## src/rtl/cpu_sequencer.sv

```systemverilog
// Fetch/decode/execute controller for the 8-bit CPU: owns PC and IR, fetches
// 1- or 2-byte instructions over a req/ready bus and strobes the datapath.
module cpu_sequencer #(
   parameter int unsigned       ADDR_W   = 8,
   parameter int unsigned       DATA_W   = 8,
   parameter logic [ADDR_W-1:0] RESET_PC = '0
) (
   input  logic              clk,
   input  logic              reset,
   input  logic              start,
   input  logic              mem_ready,
   input  logic [DATA_W-1:0] mem_rdata,
   input  logic              zero_flag,
   output logic              mem_req,
   output logic              mem_we,
   output logic [ADDR_W-1:0] mem_addr,
   output logic [3:0]        alu_op,
   output logic              reg_write,
   output logic              load_a,
   output logic [ADDR_W-1:0] pc,
   output logic [DATA_W-1:0] ir,
   output logic              busy,
   output logic              halted,
   output logic              illegal
);

   typedef enum logic [2:0] {
      S_IDLE,
      S_FETCH,
      S_DECODE,
      S_FETCH_OP,
      S_MEM,
      S_EXEC,
      S_HALT
   } state_e;

   typedef enum logic [3:0] {
      OP_NOP  = 4'h0,
      OP_ALU  = 4'h1,
      OP_LDA  = 4'h2,
      OP_STA  = 4'h3,
      OP_JMP  = 4'h4,
      OP_JZ   = 4'h5,
      OP_HALT = 4'hF
   } opclass_e;

   state_e              state_q, state_d;
   logic [ADDR_W-1:0]   pc_q, pc_d;
   logic [DATA_W-1:0]   ir_q, ir_d;
   logic [DATA_W-1:0]   opr_q, opr_d;
   logic                illegal_q, illegal_d;

   logic                mem_req_q, mem_req_d;
   logic                mem_we_q, mem_we_d;
   logic [ADDR_W-1:0]   mem_addr_q, mem_addr_d;
   logic                reg_write_q, reg_write_d;
   logic [3:0]          alu_op_q, alu_op_d;

   logic [3:0]          op_cls;
   logic [ADDR_W-1:0]   pc_inc;

   assign op_cls = ir_q[7:4];
   assign pc_inc = pc_q + ADDR_W'(1);

   always_comb begin
      state_d   = state_q;
      pc_d      = pc_q;
      ir_d      = ir_q;
      opr_d     = opr_q;
      illegal_d = illegal_q;

      case (state_q)
         S_IDLE: begin
            if (start) state_d = S_FETCH;
         end
         S_FETCH: begin
            if (mem_ready) begin
               ir_d    = mem_rdata;
               pc_d    = pc_inc;
               state_d = S_DECODE;
            end
         end
         S_DECODE: begin
            case (op_cls)
               OP_NOP:                        state_d = S_FETCH;
               OP_ALU:                        state_d = S_EXEC;
               OP_LDA, OP_STA, OP_JMP, OP_JZ: state_d = S_FETCH_OP;
               OP_HALT:                       state_d = S_HALT;
               default: begin
                  illegal_d = 1'b1;
                  state_d   = S_HALT;
               end
            endcase
         end
         S_FETCH_OP: begin
            if (mem_ready) begin
               opr_d   = mem_rdata;
               pc_d    = pc_inc;
               state_d = S_FETCH;
               if (op_cls == OP_LDA || op_cls == OP_STA) state_d = S_MEM;
               if (op_cls == OP_JMP || (op_cls == OP_JZ && zero_flag))
                  pc_d = ADDR_W'(mem_rdata);
            end
         end
         S_MEM: begin
            if (mem_ready) state_d = S_FETCH;
         end
         S_EXEC:  state_d = S_FETCH;
         S_HALT:  state_d = S_HALT;
         default: state_d = S_IDLE;
      endcase

      // Bus and strobe outputs are registered, so they are derived from the next state.
      mem_req_d   = state_d inside {S_FETCH, S_FETCH_OP, S_MEM};
      mem_we_d    = (state_d == S_MEM) && (ir_d[7:4] == OP_STA);
      mem_addr_d  = (state_d == S_MEM) ? ADDR_W'(opr_d) : pc_d;
      reg_write_d = (state_d == S_EXEC);
      alu_op_d    = reg_write_d ? ir_d[3:0] : '0;
   end

   always_ff @(posedge clk or posedge reset) begin
      if (reset) begin
         state_q     <= S_IDLE;
         pc_q        <= RESET_PC;
         ir_q        <= '0;
         opr_q       <= '0;
         illegal_q   <= 1'b0;
         mem_req_q   <= 1'b0;
         mem_we_q    <= 1'b0;
         mem_addr_q  <= RESET_PC;
         reg_write_q <= 1'b0;
         alu_op_q    <= '0;
      end else begin
         state_q     <= state_d;
         pc_q        <= pc_d;
         ir_q        <= ir_d;
         opr_q       <= opr_d;
         illegal_q   <= illegal_d;
         mem_req_q   <= mem_req_d;
         mem_we_q    <= mem_we_d;
         mem_addr_q  <= mem_addr_d;
         reg_write_q <= reg_write_d;
         alu_op_q    <= alu_op_d;
      end
   end

   // LDA data is captured by the datapath on the completing cycle itself.
   assign load_a    = (state_q == S_MEM) && (op_cls == OP_LDA) && mem_ready;

   assign mem_req   = mem_req_q;
   assign mem_we    = mem_we_q;
   assign mem_addr  = mem_addr_q;
   assign reg_write = reg_write_q;
   assign alu_op    = alu_op_q;
   assign pc        = pc_q;
   assign ir        = ir_q;
   assign illegal   = illegal_q;
   assign busy      = (state_q != S_IDLE) && (state_q != S_HALT);
   assign halted    = (state_q == S_HALT);

endmodule

```

## config.mk

```make
export PLATFORM = sky130hd
export DESIGN_NAME = cpu_sequencer
export DESIGN_NICKNAME = d
export VERILOG_FILES = /design/src/rtl/cpu_sequencer.sv
export SDC_FILE = /design/constraint.sdc
export NUM_CORES = 1
export LEC_CHECK = 0
export ABC_CLOCK_PERIOD_IN_PS = 4950
export BUFFER_PORTS_ARGS = -buffer_cell sky130_fd_sc_hd__buf_2
export CAP_MARGIN = 10
export CORE_ASPECT_RATIO = 0.7
export CORE_MARGIN = 1.5
export CORE_UTILIZATION = 58
export CTS_CLUSTER_DIAMETER = 100
export DETAILED_ROUTE_END_ITERATION = 7
export GPL_TIMING_DRIVEN = 1
export PLACE_DENSITY_LB_ADDON = 0.1
export SLEW_MARGIN = 10
export SYNTH_ARGS = -nofsm -noshare
export SYNTH_HDL_FRONTEND = slang
export SYNTH_SLANG_ARGS = --single-unit
```

## constraint.sdc

```tcl
create_clock -name clk -period 4.95 [get_ports clk]
set_input_delay 0 -clock clk [delete_from_list [all_inputs] [get_ports clk]]
set_output_delay 0 -clock clk [all_outputs]
set_load 0.03 [all_outputs]
```

==> results.md <==
- Outcome: completed
- Yosys reg bits: between 40 and 50
- Slew HR: between 60% and 70%
- Syn Area/Cell: between 10 and 15 um2
- Max-Cap Viols: 0
- CTS sink cnt: 43
- CP arrival: 2.35 ns
- Final setup fails: 0
- Synth Net Count: 202
- Fill cell count: between 200 and 300
- Crit Path Category: reg -> reg
- Async S/R FF share, synth: 100.0%
- Most used flip-flop cell after synthesis: dfrtp_1
- Yosys cell types: 44
- Syn. warnings: 0
- Post-CTS resize count: 0
- Synthesized cell area: approximately 2100 um2
- Setup TNS: 0 ns
- RSZ-0062 raised after global routing: no
- # IOs: 48
- Layout Utilization: 70.63%
- Clock slew at reported path FFs: around 0.080 ns
- Largest net degree at the start of global routing: 44
- Routability Congestion: between 0.8 and 0.9
- GRT overflow: 0
- Minimum clock period: approximately 2.2 ns
- Worst Path Required: just over 5 ns
- Core area: between 3000 and 4000 um2
- Min-delay src: mem_rdata[0]
- PD cells: around 700 nW/um2
- Worst-skew pair later-pin latency: around 0.29 ns
- GRT Util Overall: a little under a quarter
- Element type at the critical path start: flip-flop
- Fin Hold WS: between 0.009 and 0.01 ns
- Final hold vios: 0
- Worst setup EP type: flip-flop
- 1st-pass router iterations: 4
- Skew final: roughly 0.0073 ns
- Leakage power: 1.240 nW
- Sequential element share of the synthesized area: 50.20%
- Number of enable flip-flop cells after synthesis: 0
- Area grow syn2layout: 16.52%
- DP Wirelength: 3.225 mm
- Max Transition Viols Final: 0
- Routed vias: about 1,600
- VDD IR max: between 300 and 400 uV
- # rows: 18
- Global-route wire length before repair: slightly above 7 mm
- DRC: 0
- WL final: ~4.5 mm
- Drt via density: between 5 and 6
- Die H: approximately 54 um
- Starting Density: a little over 60%
- Final Total Pwr: 0.001745 W
- Vias in the first global route: approximately 1,500
- CTS buffer count: 5
- Mapped Cells: around 190
- Antenna violations before repair: 0
- Final period util: between 40 and 50%
- IO Port Bufs: 47
- Final non-filler cell area: roughly 2500 um2
- Post-CTS Hold Buffers: 3
- Placed cell areas: ~2400 um2
- Worst hold-check path type: in -> reg
- CP Launch Point: state_q[1]
- Post-CTS setup repair buffer count: 0
- ANT nets after route: 0
- Initial DRC count: between 150 and 200
- Die Area: between 4000 and 5000 um2
- Deepest clock path buffer count: 2
- Tightest Pin Transition: 0.5934 ns
- Clock tree from TritonCTS: done
- Worst reg2reg path startpoint: state_q[1]
- Fmax: around 0.46 GHz
- Crit Path Max Fanout: 15
- Fin nets: roughly 250
- # diodes: 0
- Fraction of layout cells with a size suffix above 1: approximately a third
- H-tree depth reported by CTS: 2
- Die width: ~76 um
- Wire per inst: ~15 um
- Root buffer cell: clkbuf_8
worst paths after layout:
check	to	slack, ns	cells after the start
max in group asynchronous	mem_we	4.21	4
min	opr_q[0]	0.009	2
max reg2reg	mem_addr[6]	2.77	4
min reg2reg	illegal	0.47	1
max	mem_addr[6]	2.77	4
min in group asynchronous	mem_addr[3]	0.38	4
cell type report:
cell class                 count  area [um2]  share of cell area [%]
clock buffer                   8       100.1                   4.008
sequential                    43        1076                   43.09
inverter                      10       37.54                   1.503
tap                           50       62.56                   2.505
multi-input combinational    126       948.4                   37.98
timing repair buffer          51       272.8                   10.92
cell usage in the layout, fill, tap and decap left out, types with 2 or more instances in the layout:
cell type,instances
a21o_1,2
a21oi_1,10
a31o_2,2
a31oi_1,2
and3_1,7
buf_2,47
clkbuf_8,7
dfrtp_1,43
dlygate4sd3_1,3
inv_1,10
mux2_2,19
mux2i_1,6
nand2_1,11
nand2b_1,5
nand3_1,6
nand4_1,4
nor2_1,12
nor2_4,2
o211ai_1,2
o21ai_0,7
o22a_1,2
o22ai_1,2
o2bb2ai_1,2
xnor2_1,2
xor2_1,2
cell usage after synthesis, drive strengths merged (2+ instances only):
library cell / instances / area, um2
a21oi: 10 / 50.05
o21ai: 8 / 40.03
xor2: 2 / 17.52
o22a: 2 / 17.52
o22ai: 2 / 12.51
nand2b: 5 / 31.28
o2bb2ai: 2 / 17.52
nor2: 14 / 67.56
a21o: 2 / 15.01
mux2: 19 / 214.0
nand2: 11 / 41.29
o211ai: 2 / 15.01
a31oi: 3 / 25.02
a31o: 2 / 17.52
and3: 7 / 43.79
inv: 10 / 37.54
buf: 9 / 81.32
nand3: 6 / 30.03
nand4: 5 / 46.29
dfrtp: 43 / 1076
mux2i: 6 / 60.06
xnor2: 2 / 17.52
nor2b: 2 / 20.02
routing by layer:
layer | part of all wire, % | GRT usage (%) | routed length [um]
met5 | 0 | 0 | 0
met4 | 0.43 | 6.250 | 19
met3 | 6.3 | 5.243 | 283
met2 | 44 | 35.96 | 1959
met1 | 49 | 35.23 | 2198
sequential cells by signal, summed over array words and instances, names as in the netlist:
name / cells
illegal: 1
pc: 8
reg_write: 1
ir: 8
mem_we: 1
state_q: 3
mem_addr: 8
mem_req: 1
alu_op: 4
opr_q: 8
report_power, final:
part	leakage, nW	total, W	internal, W	switching (W)
Sequential	0.536	0.000658	0.000504	0.000155
Clock	0.0515	0.000237	0.000127	0.000110
Combinational	0.653	0.000850	0.000315	0.000534
Total	1.24	0.00175	0.000947	0.000799
logic make-up (layout without fill, tap and decap cells):
group | after synthesis | after routing | share of synthesized area [%]
flip-flops | 43 | 43 | 50.20
multiplexers | 25 | 25 | 12.78
adder cells (fa/ha/maj) | 1 | 1 | 0.5837
AND/OR/NAND/NOR | 57 | 57 | 16.75
buffers and inverters | 19 | 69 | 5.546
XOR/XNOR | 4 | 4 | 1.635
AO/OA/AOI/OAI | 39 | 39 | 12.49
critical path, stage by stage (launching register included):
cell	delay, ns
dfrtp_1	0.70
nand4_1	0.61
mux2i_1	0.26
o22a_1	0.23
mux2_2	0.26
stage by stage:
step / cells / worst slack (ns)
6_report: 288 / 2.773
5_1_grt: 288 / 2.597
4_1_cts: 288 / 2.787
3_5_place_dp: 277 / 2.792
3_3_place_gp: 277 / 2.878
2_1_floorplan: 188 / 3.150
Power figures use the tool's default switching activity.
